### config.mk
export PLATFORM = sky130hd
export DESIGN_NAME = emulib_dmamodel_arbiter
export DESIGN_NICKNAME = d
export VERILOG_FILES = /design/src/rtl/emulib_dmamodel_pkg.sv /design/src/rtl/emulib_dmamodel_rr_slice.sv /design/src/rtl/emulib_dmamodel_arbiter.sv
export SDC_FILE = /design/constraint.sdc
export NUM_CORES = 1
export LEC_CHECK = 0
export ABC_AREA = 1
export CAP_MARGIN = 20
export CORE_AREA = 2 2 276 278
export CTS_BUF_LIST = sky130_fd_sc_hd__clkbuf_4 sky130_fd_sc_hd__clkbuf_8
export DETAILED_ROUTE_END_ITERATION = 10
export DIE_AREA = 0 0 278 280
export RECOVER_POWER = 50
export SLEW_MARGIN = 20
export SYNTH_ARGS = -nofsm -noshare
export SYNTH_HDL_FRONTEND = slang
export SYNTH_SLANG_ARGS = --single-unit
### constraint.sdc
create_clock -name clk -period 6.3 [get_ports clk]
set_input_delay 0.63 -clock clk [delete_from_list [all_inputs] [get_ports clk]]
set_output_delay 0.63 -clock clk [all_outputs]
set_load 0.005 [all_outputs]
### src/rtl/emulib_dmamodel_pkg.sv
// Shared constants and helpers for the emulib DMA model arbiter and its slices.
// Requester count, downstream ID layout and AXI burst/response encodings.
package emulib_dmamodel_pkg;

    localparam int NUM_REQ = 2;

    typedef enum logic [1:0] {
        BURST_FIXED = 2'b00,
        BURST_INCR  = 2'b01,
        BURST_WRAP  = 2'b10
    } axi_burst_e;

    typedef enum logic [1:0] {
        RESP_OKAY   = 2'b00,
        RESP_EXOKAY = 2'b01,
        RESP_SLVERR = 2'b10,
        RESP_DECERR = 2'b11
    } axi_resp_e;

    // Downstream IDs are {requester index, sub-ID}; the index sits just above the sub-ID.
    function automatic int id_msb(input int sub_id_width);
        return sub_id_width;
    endfunction

endpackage

### src/rtl/emulib_dmamodel_rr_slice.sv
// Two-way round-robin arbiter feeding a single registered AXI address slot.
// Used for both AR and AW; AW uses i_stall to hold off grants while W routing is full.
module emulib_dmamodel_rr_slice
    import emulib_dmamodel_pkg::*;
#(
    parameter int PAYLOAD_W = 8
) (
    input  logic                         clk,
    input  logic                         rst_n,
    input  logic [NUM_REQ-1:0]           i_valid,
    output logic [NUM_REQ-1:0]           o_ready,
    input  logic [NUM_REQ*PAYLOAD_W-1:0] i_payload,
    input  logic                         i_stall,
    output logic                         o_valid,
    input  logic                         i_ready,
    output logic                         o_idx,
    output logic [PAYLOAD_W-1:0]         o_payload
);

    logic                 r_active;
    logic                 r_valid;
    logic                 r_rr;
    logic                 r_idx;
    logic [PAYLOAD_W-1:0] r_payload;
    logic                 w_sel;
    logic                 w_grant;

    always_comb begin
        w_sel   = (&i_valid) ? r_rr : i_valid[1];
        w_grant = r_active && (|i_valid) && (!r_valid || i_ready) && !i_stall;
        o_ready = '0;
        o_ready[w_sel] = w_grant;
    end

    // r_active keeps every ready low while reset is held, since readies are built from it.
    always_ff @(posedge clk or negedge rst_n) begin
        if (!rst_n) begin
            r_active <= 1'b0;
            r_valid  <= 1'b0;
            r_rr     <= 1'b0;
        end else begin
            r_active <= 1'b1;
            if (w_grant) begin
                r_valid <= 1'b1;
                r_rr    <= ~w_sel;
            end else if (i_ready) begin
                r_valid <= 1'b0;
            end
        end
    end

    // NOTE: payload and index carry no reset; r_valid alone qualifies them.
    always_ff @(posedge clk) begin
        if (w_grant) begin
            r_idx     <= w_sel;
            r_payload <= w_sel ? i_payload[PAYLOAD_W +: PAYLOAD_W] : i_payload[0 +: PAYLOAD_W];
        end
    end

    assign o_valid   = r_valid;
    assign o_idx     = r_idx;
    assign o_payload = r_payload;

endmodule

### src/rtl/emulib_dmamodel_arbiter.sv
// Two-requester AXI arbiter in front of the DMA model frontend: round-robin AR/AW,
// W routed in AW order through a small index FIFO, R/B routed back by the ID MSB.
module emulib_dmamodel_arbiter
    import emulib_dmamodel_pkg::*;
#(
    parameter int ADDR_WIDTH   = 32,
    parameter int DATA_WIDTH   = 64,
    parameter int SUB_ID_WIDTH = 3,
    parameter int WFIFO_DEPTH  = 4
) (
    input  logic                          clk,
    input  logic                          rst_n,
    // upstream AR
    input  logic [1:0]                    s_arvalid,
    output logic [1:0]                    s_arready,
    input  logic [2*ADDR_WIDTH-1:0]       s_araddr,
    input  logic [2*SUB_ID_WIDTH-1:0]     s_arid,
    input  logic [15:0]                   s_arlen,
    input  logic [5:0]                    s_arsize,
    input  logic [3:0]                    s_arburst,
    input  logic [5:0]                    s_arprot,
    // upstream AW
    input  logic [1:0]                    s_awvalid,
    output logic [1:0]                    s_awready,
    input  logic [2*ADDR_WIDTH-1:0]       s_awaddr,
    input  logic [2*SUB_ID_WIDTH-1:0]     s_awid,
    input  logic [15:0]                   s_awlen,
    input  logic [5:0]                    s_awsize,
    input  logic [3:0]                    s_awburst,
    input  logic [5:0]                    s_awprot,
    // upstream W
    input  logic [1:0]                    s_wvalid,
    output logic [1:0]                    s_wready,
    input  logic [2*DATA_WIDTH-1:0]       s_wdata,
    input  logic [2*DATA_WIDTH/8-1:0]     s_wstrb,
    input  logic [1:0]                    s_wlast,
    // upstream R
    output logic [1:0]                    s_rvalid,
    input  logic [1:0]                    s_rready,
    output logic [DATA_WIDTH-1:0]         s_rdata,
    output logic [SUB_ID_WIDTH-1:0]       s_rid,
    output logic                          s_rlast,
    output logic [1:0]                    s_rresp,
    // upstream B
    output logic [1:0]                    s_bvalid,
    input  logic [1:0]                    s_bready,
    output logic [SUB_ID_WIDTH-1:0]       s_bid,
    output logic [1:0]                    s_bresp,
    // downstream AR
    output logic                          m_arvalid,
    input  logic                          m_arready,
    output logic [ADDR_WIDTH-1:0]         m_araddr,
    output logic [SUB_ID_WIDTH:0]         m_arid,
    output logic [7:0]                    m_arlen,
    output logic [2:0]                    m_arsize,
    output logic [1:0]                    m_arburst,
    output logic [2:0]                    m_arprot,
    // downstream AW
    output logic                          m_awvalid,
    input  logic                          m_awready,
    output logic [ADDR_WIDTH-1:0]         m_awaddr,
    output logic [SUB_ID_WIDTH:0]         m_awid,
    output logic [7:0]                    m_awlen,
    output logic [2:0]                    m_awsize,
    output logic [1:0]                    m_awburst,
    output logic [2:0]                    m_awprot,
    // downstream W
    output logic                          m_wvalid,
    input  logic                          m_wready,
    output logic [DATA_WIDTH-1:0]         m_wdata,
    output logic [DATA_WIDTH/8-1:0]       m_wstrb,
    output logic                          m_wlast,
    // downstream R
    input  logic                          m_rvalid,
    output logic                          m_rready,
    input  logic [DATA_WIDTH-1:0]         m_rdata,
    input  logic [SUB_ID_WIDTH:0]         m_rid,
    input  logic                          m_rlast,
    input  logic [1:0]                    m_rresp,
    // downstream B
    input  logic                          m_bvalid,
    output logic                          m_bready,
    input  logic [SUB_ID_WIDTH:0]         m_bid,
    input  logic [1:0]                    m_bresp
);

    localparam int ID_MSB = id_msb(SUB_ID_WIDTH);
    localparam int PL_W   = ADDR_WIDTH + SUB_ID_WIDTH + 16;
    localparam int STRB_W = DATA_WIDTH / 8;
    localparam int PTR_W  = $clog2(WFIFO_DEPTH);

    logic [NUM_REQ*PL_W-1:0] w_ar_pl;
    logic [NUM_REQ*PL_W-1:0] w_aw_pl;
    logic [PL_W-1:0]         w_ar_out;
    logic [PL_W-1:0]         w_aw_out;
    logic [SUB_ID_WIDTH-1:0] w_ar_sub_id;
    logic [SUB_ID_WIDTH-1:0] w_aw_sub_id;
    logic                    w_ar_idx;
    logic                    w_aw_idx;

    // Payload layout per requester: {prot, burst, size, len, sub_id, addr}
    always_comb begin
        w_ar_pl = '0;
        w_aw_pl = '0;
        for (int k = 0; k < NUM_REQ; k++) begin
            w_ar_pl[k*PL_W +: PL_W] = {s_arprot[k*3 +: 3], s_arburst[k*2 +: 2], s_arsize[k*3 +: 3],
                                       s_arlen[k*8 +: 8], s_arid[k*SUB_ID_WIDTH +: SUB_ID_WIDTH],
                                       s_araddr[k*ADDR_WIDTH +: ADDR_WIDTH]};
            w_aw_pl[k*PL_W +: PL_W] = {s_awprot[k*3 +: 3], s_awburst[k*2 +: 2], s_awsize[k*3 +: 3],
                                       s_awlen[k*8 +: 8], s_awid[k*SUB_ID_WIDTH +: SUB_ID_WIDTH],
                                       s_awaddr[k*ADDR_WIDTH +: ADDR_WIDTH]};
        end
    end

    logic [PTR_W:0] r_wr_ptr;
    logic [PTR_W:0] r_rd_ptr;
    logic           r_wfifo [WFIFO_DEPTH];
    logic           w_empty;
    logic           w_full;
    logic           w_head;
    logic           w_push;
    logic           w_pop;

    emulib_dmamodel_rr_slice #(.PAYLOAD_W(PL_W)) u_ar_slice (
        .clk       (clk),
        .rst_n     (rst_n),
        .i_valid   (s_arvalid),
        .o_ready   (s_arready),
        .i_payload (w_ar_pl),
        .i_stall   (1'b0),
        .o_valid   (m_arvalid),
        .i_ready   (m_arready),
        .o_idx     (w_ar_idx),
        .o_payload (w_ar_out)
    );

    emulib_dmamodel_rr_slice #(.PAYLOAD_W(PL_W)) u_aw_slice (
        .clk       (clk),
        .rst_n     (rst_n),
        .i_valid   (s_awvalid),
        .o_ready   (s_awready),
        .i_payload (w_aw_pl),
        .i_stall   (w_full),
        .o_valid   (m_awvalid),
        .i_ready   (m_awready),
        .o_idx     (w_aw_idx),
        .o_payload (w_aw_out)
    );

    assign {m_arprot, m_arburst, m_arsize, m_arlen, w_ar_sub_id, m_araddr} = w_ar_out;
    assign {m_awprot, m_awburst, m_awsize, m_awlen, w_aw_sub_id, m_awaddr} = w_aw_out;
    assign m_arid = {w_ar_idx, w_ar_sub_id};
    assign m_awid = {w_aw_idx, w_aw_sub_id};

    // W-routing FIFO: one requester index per accepted AW; the wrap bit separates full from empty.
    assign w_empty = (r_wr_ptr == r_rd_ptr);
    assign w_full  = (r_wr_ptr[PTR_W] != r_rd_ptr[PTR_W]) &&
                     (r_wr_ptr[PTR_W-1:0] == r_rd_ptr[PTR_W-1:0]);
    assign w_head  = r_wfifo[r_rd_ptr[PTR_W-1:0]];
    assign w_push  = |s_awready;
    assign w_pop   = m_wvalid && m_wready && m_wlast;

    always_ff @(posedge clk or negedge rst_n) begin
        if (!rst_n) begin
            r_wr_ptr <= '0;
            r_rd_ptr <= '0;
        end else begin
            if (w_push) r_wr_ptr <= r_wr_ptr + (PTR_W+1)'(1);
            if (w_pop)  r_rd_ptr <= r_rd_ptr + (PTR_W+1)'(1);
        end
    end

    // NOTE: FIFO storage has no reset; the pointers alone define which entries are live.
    always_ff @(posedge clk) begin
        if (w_push) r_wfifo[r_wr_ptr[PTR_W-1:0]] <= s_awready[1];
    end

    always_comb begin
        m_wvalid = !w_empty && s_wvalid[w_head];
        m_wdata  = w_head ? s_wdata[DATA_WIDTH +: DATA_WIDTH] : s_wdata[0 +: DATA_WIDTH];
        m_wstrb  = w_head ? s_wstrb[STRB_W +: STRB_W] : s_wstrb[0 +: STRB_W];
        m_wlast  = s_wlast[w_head];
        s_wready = '0;
        s_wready[w_head] = m_wready && !w_empty;
    end

    // R and B return to the requester named by the ID MSB.
    always_comb begin
        s_rvalid = '0;
        s_rvalid[m_rid[ID_MSB]] = m_rvalid;
        m_rready = s_rready[m_rid[ID_MSB]];
        s_bvalid = '0;
        s_bvalid[m_bid[ID_MSB]] = m_bvalid;
        m_bready = s_bready[m_bid[ID_MSB]];
    end

    assign s_rid   = m_rid[SUB_ID_WIDTH-1:0];
    assign s_rdata = m_rdata;
    assign s_rlast = m_rlast;
    assign s_rresp = m_rresp;
    assign s_bid   = m_bid[SUB_ID_WIDTH-1:0];
    assign s_bresp = m_bresp;

endmodule

==> summary.md <==
| Metric | Value |
|---|---|
| GRT overflow | `0` |
| Critical path class | `input pin to output pin` |
| Initial antenna violation count | `6` |
| Crit-path max FO | `53` |
| Worst slew pin tran | `2540 ps` |
| Routed vias/inst | `3.08` |
| TritonCTS clock tree | `done` |
| Fin. Hold Viols | `0` |
| Total number of vias | `7167` |
| Largest net degree at the start of global routing | `65` |
| Post-cts hold buffer count | `0` |
| Placed Area | `0.0129 mm2` |
| Final setup fails | `0` |
| Design area | `0.0133 mm2` |
| Placed cells | `2293` |
| Met1 Use GR | `8.97%` |
| DRT iter0 DRCs | `147` |
| CTS Root Cell | `clkbuf_8` |
| H-tree depth | `4` |
| Wirelength, routed | `33500 um` |
| Number of post-CTS setup repair buffers | `0` |
| Num ports | `711` |
| Commonest non-fill, non-tap cells in the layout | `nand2_1 (550), clkdlybuf4s50_1 (463), edfxtp_1 (108), dlygate4sd3_1 (97), inv_1 (22)` |
| Vias in the first global route | `6990` |
| Violated checks | `capacitance limit, slew limit` |
| Req. time, crit path | `5670 ps` |
| Slew Limit Fails | `107` |
| Arrival time worst endpoint | `3150 ps` |
| Final Util | `17.7%` |
| Die Wd | `278 um` |
| Site Rows | `101` |
| Worst setup SP type | `input pin` |
| Worst vdd ir | `0.000197 V` |
| Setup_tns | `0 ps` |
| DRT antenna net count | `0` |
| CTS resizes | `0` |
| Fmax | `265 MHz` |
| Syn Inst Count | `861` |
| Critical Path, Cell by Cell | `clkdlybuf4s50_1 -> nand2_1 -> nand2_2 -> inv_1 -> nor2_1 -> clkdlybuf4s50_1` |
| First-pass GRT wire length | `46400 um` |
| WHS | `531 ps` |
| Tcrit/Tclk final | `60.0%` |
| Crit end category | `output pin` |
| Slowest stage delay, CP | `1220 ps` |
| Hold crit path type | `flop to flop` |
| Core Box Area | `0.0752 mm2` |
| Critical path's most frequent cell | `clkdlybuf4s50_1` |
| DRC Markers | `0` |
| GR Util met3 | `3.81%` |
| RSZ-0062 raised after global routing | `false` |
| Max_cap viols | `2` |
| Filler cells | `8447` |
| Sequential area share after synthesis | `51.3%` |
| Seq cells post-synth | `119` |
| Synth cell types | `26` |
| Final Skew | `13.4 ps` |
| CTS buffer count | `17` |
| Gpl congestion | `0.766` |
| Minimum clock period | `3780 ps` |
| Syn-to-layout area delta | `93.5%` |
| GR Layer Usage met2 | `13.7%` |
| Pwr per Cell Area | `282 mW/mm2` |
| Commonest non-fill, non-tap cell in the layout | `nand2_1` |
| TritonRoute pass-1 iters | `6` |
| Ratio of cells with drive above 1 in the final layout | `3.79%` |
| Leak | `5.46 nW` |
| Slowest-stage cell, CP | `inv_1` |
| Routed wire per std cell | `14.4 um` |
| Status | `finished with violations` |
| # nets final | `1783` |
| Predominant post-synthesis flop cell | `edfxtp_1` |
| Busiest grt layer | `met2` |
| Synth Cell Area | `0.00686 mm2` |
| Pre-CTS setup slack | `3040 ps` |
| Mapped Nets | `1310` |
| Dpl hpwl | `27500 um` |
| Starting Density | `9.13%` |
| YS warnings | `0` |
| Slew HR | `-69.3%` |
| Power Total | `3.74 mW` |
| Final non-filler cell total | `2326` |
| Clock transition at the registers of the reported paths | `80 ps` |
| Latest clock arrival within the worst-skew pair | `510 ps` |
| Number of port buffers | `560` |
| Die area | `0.0778 mm2` |
| Gr usage total | `8.42%` |
| Die H | `280 um` |
| Setup ws final | `2520 ps` |
| CTS Buffer Depth | `2` |
| Mapped Avg Cell Area | `7.97 um2` |
| Post-synth EDFFs | `108` |
| Clock tree sinks | `119` |
| Share of flip-flops with an asynchronous set or reset | `9.24%` |
[critical path: cells and delay by family]
kind	cells	cell delay (ps)
AND/OR/NAND/NOR	3	330
buffers and inverters	3	2180
[area by class of cell]
class / instances / area (um2) / area share [%]
antenna: 2 / 5.00 / 0.0377
clock buffer: 18 / 241 / 1.82
clock inverter: 13 / 133 / 0.999
inverter: 25 / 93.8 / 0.707
multi-input combinational: 604 / 2410 / 18.1
sequential: 119 / 3520 / 26.5
tap: 978 / 1220 / 9.22
timing repair buffer: 567 / 5650 / 42.6
[synth_stat cells (2+ instances only)]
cell	n	area, um2
xor2_1	3	26.3
dfrtp_1	11	275
a21oi_1	2	10.0
buf_2	2	10.0
ha_1	5	62.6
nand2_1	552	2070
o21ai_0	4	20.0
buf_4	77	578
mux2_2	2	22.5
nand4_1	4	25.0
edfxtp_1	108	3240
nand2_2	4	25.0
inv_1	22	82.6
buf_6	16	180
nand3_1	5	25.0
nor2_4	2	22.5
clkbuf_1	18	67.6
nor2_1	14	52.6
inv_2	3	11.3
[registers in the layout, summed over array words and instances, names as in the netlist]
register              count
r_rd_ptr                  3
u_ar_slice.o_valid        1
u_aw_slice.r_active       1
r_wfifo                   4
u_ar_slice.r_rr           1
u_aw_slice.o_valid        1
u_aw_slice.o_payload     51
u_ar_slice.o_idx          1
r_wr_ptr                  3
u_ar_slice.o_payload     51
u_aw_slice.o_idx          1
u_aw_slice.r_rr           1
[path summary, 6_finish.rpt]
path                                      start                 end  slack, ps  cells after the start
max in group asynchronous                 rst_n  u_aw_slice.o_valid       5230                      1
worst max register to register  u_ar_slice.r_rr    u_ar_slice.o_idx       2920                      6
worst min-delay path                r_wr_ptr[2]         r_wr_ptr[2]        530                      1
min in group asynchronous                 rst_n     u_aw_slice.r_rr        610                      1
worst max-delay path               s_awvalid[0]        s_awready[0]       2520                      6
worst min register to register      r_wr_ptr[2]         r_wr_ptr[2]        530                      1
[routing by layer]
metal  share of wire (%)  routed length, um  vias to the layer above
met1                  39              13200                     3090
met4                 3.9               1310                        6
met5               0.083                 28                        -
met3                  10               3440                       55
met2                  46              15600                      475
li1                    -                  -                     3541
[where the power goes]
| part | switching, mW | total [mW] | internal, mW |
|---|---|---|---|
| clock network | 0.366 | 0.715 | 0.349 |
| logic | 0.953 | 1.94 | 0.986 |
| registers | 0.0555 | 1.09 | 1.03 |
| total | 1.37 | 3.74 | 2.37 |
[cells by family after synthesis]
family	share of synthesized area, %
AOI/OAI and AO/OA	0.510
xor gates and xnor gates	0.511
adders and majority gates	0.912
buffers and inverters	13.5
DFF	51.3
muxes	0.328
other	0.0546
and+or+nand+nor	32.9
Power figures use the tool's default switching activity.
==> patch 1, RTL diff (same settings) <==
Make the reset (`rst_n`) synchronous in 2 clocked blocks.
--- a/src/rtl/emulib_dmamodel_rr_slice.sv
+++ b/src/rtl/emulib_dmamodel_rr_slice.sv
@@ -33,7 +33,7 @@
     end
 
     // r_active keeps every ready low while reset is held, since readies are built from it.
-    always_ff @(posedge clk or negedge rst_n) begin
+    always_ff @(posedge clk) begin
         if (!rst_n) begin
             r_active <= 1'b0;
             r_valid  <= 1'b0;
--- a/src/rtl/emulib_dmamodel_arbiter.sv
+++ b/src/rtl/emulib_dmamodel_arbiter.sv
@@ -160,7 +160,7 @@
     assign w_push  = |s_awready;
     assign w_pop   = m_wvalid && m_wready && m_wlast;
 
-    always_ff @(posedge clk or negedge rst_n) begin
+    always_ff @(posedge clk) begin
         if (!rst_n) begin
             r_wr_ptr <= '0;
             r_rd_ptr <= '0;
Behaviour: differs if rst_n is asserted again (counterexample within 4 cycles, from zero or initial values and one cycle with rst_n low); with rst_n held inactive, the same outputs for 4 cycles.
==> patch 1 against the original RTL <==
- the run still ends with max-capacitance violations, max-slew violations left
- final area rose by 1.1%
- synthesized area rose by 0.24%
- die area did not move
- sequential cell count rose by 2
- setup slack got worse by 0.13 ns
- wire length rose by 3.2%
- core utilization rose by 0.19 points
- critical path type is now input pin to flop
Power is not compared: it rests on default switching activity, and its combinational part moved more than twofold at a synthesized area within 25%.
==> patch 1: results (changes against the original RTL) <==
Post-Route WL: 34.6 mm (+3.2%)
hold depth: 2 (+1)
Clock Path Buffers: 2 (unchanged)
Total Routing Usage GR: 8.60% (+0.19 points)
worst skew pair latency: 0.48 ns (-0.03 ns)
Max Cap Viol: 1 (-1)
drt initial violations: 266 (+81%)
Post-Synthesis Cells: 882 (+2.4%)
Num CTS Buffers: 17 (unchanged)
placed cell area: 0.0130 mm2 (+0.43%)
vias in the first global route: 7244 (+3.6%)
comb pwr: 0.824 mW
dpl cells: 2312 (+0.83%)
First-pass DRT Iterations: 4 (-2)
PortBufs: 560 (unchanged)
Seq/Total Area, Yosys: 50.9% (-0.34 points)
worst slew pin tran: 3.39 ns (+0.848 ns)
Post-DRT Antenna Nets: 0 (unchanged)
Synth top cells by count: nand2_1, edfxtp_1, buf_4
Synth area leaders: edfxtp_1, nand2_1, buf_4, dfxtp_1, inv_1
min-delay src: u_ar_slice.r_rr
largest net degree at the start of global routing: 76 (+17%)
Synth async-reset ratio: 0% (-9.2 points)
fmax: 256 MHz (-3.4%)
Hold EP: u_ar_slice.r_rr
fillers: 8434 (-0.15%)
R2R setup slack: 2.63 ns (-0.29 ns)
Post-Syn Nets: 1331 (+1.6%)
Yosys warning count: 0 (unchanged)
share of cells above drive strength 1: 4.03% (+0.24 points)
max incr delay on CP: 2.38 ns (+1.16 ns)
worst reg2reg startpoint: u_ar_slice.o_valid
leakage: 5.49 nW
Final #Nets: 1802 (+1.1%)
worst hold path type: flop to flop
initial antenna violation count: 7 (+1)
failing checks: max-capacitance violations, max-slew violations
clk root buf: clkbuf_8
routability cong.: 0.800 (+4.5%)
first-pass GRT wire length: 47.3 mm (+1.9%)
clock transition at the registers of the reported paths: 0.08 ns (about the same)
Seq. pwr: 0.972 mW
Yosys cell types: 24 (-7.7%)
PostCTS Resize Cnt: 0 (unchanged)
Via density: 3.10 (+0.46%)
critical path's slowest cell: clkbuf_1
WL per Instance: 14.8 um (+2.3%)
FF-to-FF End: u_ar_slice.o_payload[47]
Sw Share: 28.5%
r2r worst-path depth: 4 (-2)
HPWL after detailed placement: 28.5 mm (+3.6%)
fin. max-slew vios: 54 (-50%)
Clock Skew: 0.0120 ns (-0.00142 ns)
Arrival @ worst endpoint: 3.93 ns (+0.78 ns)
outcome: complete, but fails checks
-- patch 1: how the worst max path moves through the flow --
stage,start,end
2_1_floorplan,s_arvalid[1],s_arready[1]
4_1_cts,r_wr_ptr[1],s_awready[1]
5_1_grt,m_arready,u_ar_slice.o_payload[48]
3_5_place_dp,s_awvalid[0],s_awready[0]
6_report,m_arready,u_ar_slice.o_payload[47]
3_3_place_gp,s_awvalid[0],s_awready[0]
-- patch 1: cell type report --
class / count / area [um2] / area share, %
clock inverters: 14 / 221 / 1.65
diodes: 1 / 2.50 / 0.0186
flip-flops and latches: 121 / 3500 / 26.1
well taps: 978 / 1220 / 9.12
repair buffers: 566 / 5650 / 42.1
inverters: 32 / 120 / 0.895
clock buffers: 18 / 241 / 1.80
multi-input cells: 615 / 2460 / 18.3
-- patch 1: stage by stage --
step / total power [mW] / hold slack (ns)
after detailed placement: 1.86 / 0.462
final: 2.65 / 0.475
after floorplan: 1.29 / 0.442
after global routing: 2.82 / 0.495
after CTS: 2.75 / 0.474
after global placement: 1.85 / 0.467
-- patch 1: worst max-delay path: cells and delay by family --
| family | cells | cell delay (ns) |
|---|---|---|
| buffers and inverters | 2 | 2.91 |
| and+or+nand+nor | 2 | 0.31 |
-- patch 1: cell families (layout without fill, tap and decap cells) --
logic type	Yosys count	in the layout	synth area share, %
buffers and inverters	146	630	13.3
and+or+nand+nor	595	595	33.4
xor gates and xnor gates	1	1	0.127
adders and majority gates	5	5	0.909
muxes	2	2	0.327
AOI/OAI and AO/OA	12	12	0.982
DFF	121	121	50.9
other	0	1	0
-- patch 1: metal layers --
layer / vias up / part of all wire [%] / global-route usage, %
met5: - / 0 / 0
met4: 0 / 4.6 / 5.07
met3: 65 / 9.8 / 3.53
met2: 425 / 48 / 14.6
met1: 3174 / 38 / 8.97
li1: 3595 / - / -
==> patch 2, RTL diff (same flow settings) <==
Without the edit above. Set the parameter `SUB_ID_WIDTH` to 6 (it was 3).
--- a/src/rtl/emulib_dmamodel_arbiter.sv
+++ b/src/rtl/emulib_dmamodel_arbiter.sv
@@ -5,7 +5,7 @@
 #(
     parameter int ADDR_WIDTH   = 32,
     parameter int DATA_WIDTH   = 64,
-    parameter int SUB_ID_WIDTH = 3,
+    parameter int SUB_ID_WIDTH = 6,
     parameter int WFIFO_DEPTH  = 4
 ) (
     input  logic                          clk,
Interface: changed (8 resized); port bits go from 711 to 741. The function was not compared with the original's and may differ.
==> patch 2 against the original RTL <==
- the run still ends with max-capacitance violations, max-slew violations left
- count of clock-buffer cells in the layout fell by 1
- critical endpoint is now s_awready[1]
- register-to-register slack lost 0.34 ns
- wire length increased by 14%
- setup slack got worse by 0.0021 ns
- power grew 4.8%
- final area is 3.5% higher
- sequential power rose by 5%
- sequential cell count grew 6
- clock skew grew 0.0059 ns
- first-iteration DRC count rose by 61%
- synthesized area rose by 4.7%
==> patch 2: results (changes against the original RTL) <==
Post-Syn Nets: 1362 (+4.0%)
Via density: 3.12 (+1.2%)
R2R setup slack: 2.58 ns (-0.34 ns)
critical path's slowest cell: o21ai_0
Clock Skew: 0.0193 ns (+0.00587 ns)
met2 usage: 16.1% (+2.4 points)
Yosys cell types: 27 (+3.8%)
CP startpoint: s_awvalid[1]
complex-gate fraction of the synthesized area: 0.488% (-0.023 points)
PortBufs: 578 (+3.2%)
r2r worst-path depth: 6 (unchanged)
Worst IR Drop VDD: 137 uV (-30%)
clock transition at the registers of the reported paths: 0.10 ns (+0.02 ns)
WL met3: 3.72 mm (+8.3%)
leakage: 5.66 nW (+3.7%)
Final #Nets: 1844 (+3.4%)
initial antenna violation count: 3 (-3)
drt initial violations: 236 (+61%)
worst reg2reg startpoint: u_aw_slice.r_rr
fin. max-slew vios: 111 (+3.7%)
post-synthesis xor/xnor area fraction: 0.488% (-0.023 points)
Max Cap Viol: 2 (unchanged)
dpl cells: 2336 (+1.9%)
number of flops mapped to enable cells by yosys: 114 (+5.6%)
Post-Route WL: 38.2 mm (+14%)
DR vias: 7387 (+3.1%)
Synth async-reset ratio: 8.80% (-0.44 points)
Sw Pwr: 1.46 mW (+6.3%)
max incr delay on CP: 0.72 ns (-0.50 ns)
routability cong.: 0.789 (+3.0%)
outcome: complete, but fails checks
share of cells above drive strength 1: 3.74% (-0.048 points)
vias in the first global route: 7347 (+5.1%)
FF-to-FF End: u_aw_slice.o_payload[17]
worst slew pin tran: 2.66 ns (+0.121 ns)
fillers: 8411 (-0.43%)
largest net degree at the start of global routing: 76 (+17%)
met3 usage: 4.30% (+0.49 points)
Synth top cells by count: nand2_1, edfxtp_1, buf_4
CP Capture Point: s_awready[1]
adder-cell share of the synthesized area: 0.871% (-0.041 points)
routed wl met2: 18.3 mm (+17%)
failing checks: max-capacitance violations, max-slew violations
HPWL after detailed placement: 31.4 mm (+14%)
uppermost layer routed: met4
Seq/Total Area, Yosys: 51.5% (+0.22 points)
First-pass DRT Iterations: 4 (-2)
global-route track usage on met1: 10.5% (+1.5 points)
total power per unit cell area: 285 mW/mm2 (+1.2%)
final hold slack: 0.501 ns (-0.0307 ns)
first-pass GRT wire length: 51.7 mm (+11%)
Post-Synthesis Cells: 895 (+3.9%)
PostCTS Resize Cnt: 0 (unchanged)
Synth area leaders: edfxtp_1, nand2_1, buf_4, dfrtp_1, buf_6
mux cell area share after synthesis: 0.314% (-0.015 points)
Total Routing Usage GR: 9.55% (+1.1 points)
## patch 2: cell count changes in the layout (fill, tap and decap cells not counted), sizes merged
cell / before / now
clkinvlp: 5 / 2
dlygate4sd3: 97 / 84
clkdlybuf4s50: 463 / 494
clkinv: 5 / 4
nand2: 557 / 575
inv: 26 / 32
edfxtp: 108 / 114
## patch 2: layout make-up
class	instances	share of cell area, %
Sequential cell	125	26.9
Clock inverter	15	1.28
Tap cell	978	8.90
Inverter	25	0.683
Multi-Input combinational cell	622	18.0
Clock buffer	17	1.70
Antenna cell	2	0.0364
Timing Repair Buffer	586	42.5
## patch 2: metrics by stage
step	worst slack (ns)	cell area [um2]
floorplan	3.79	7180
global route	2.03	13700
detailed placement	2.64	13400
global placement	2.63	13400
CTS	2.64	13800
finish	2.52	13700
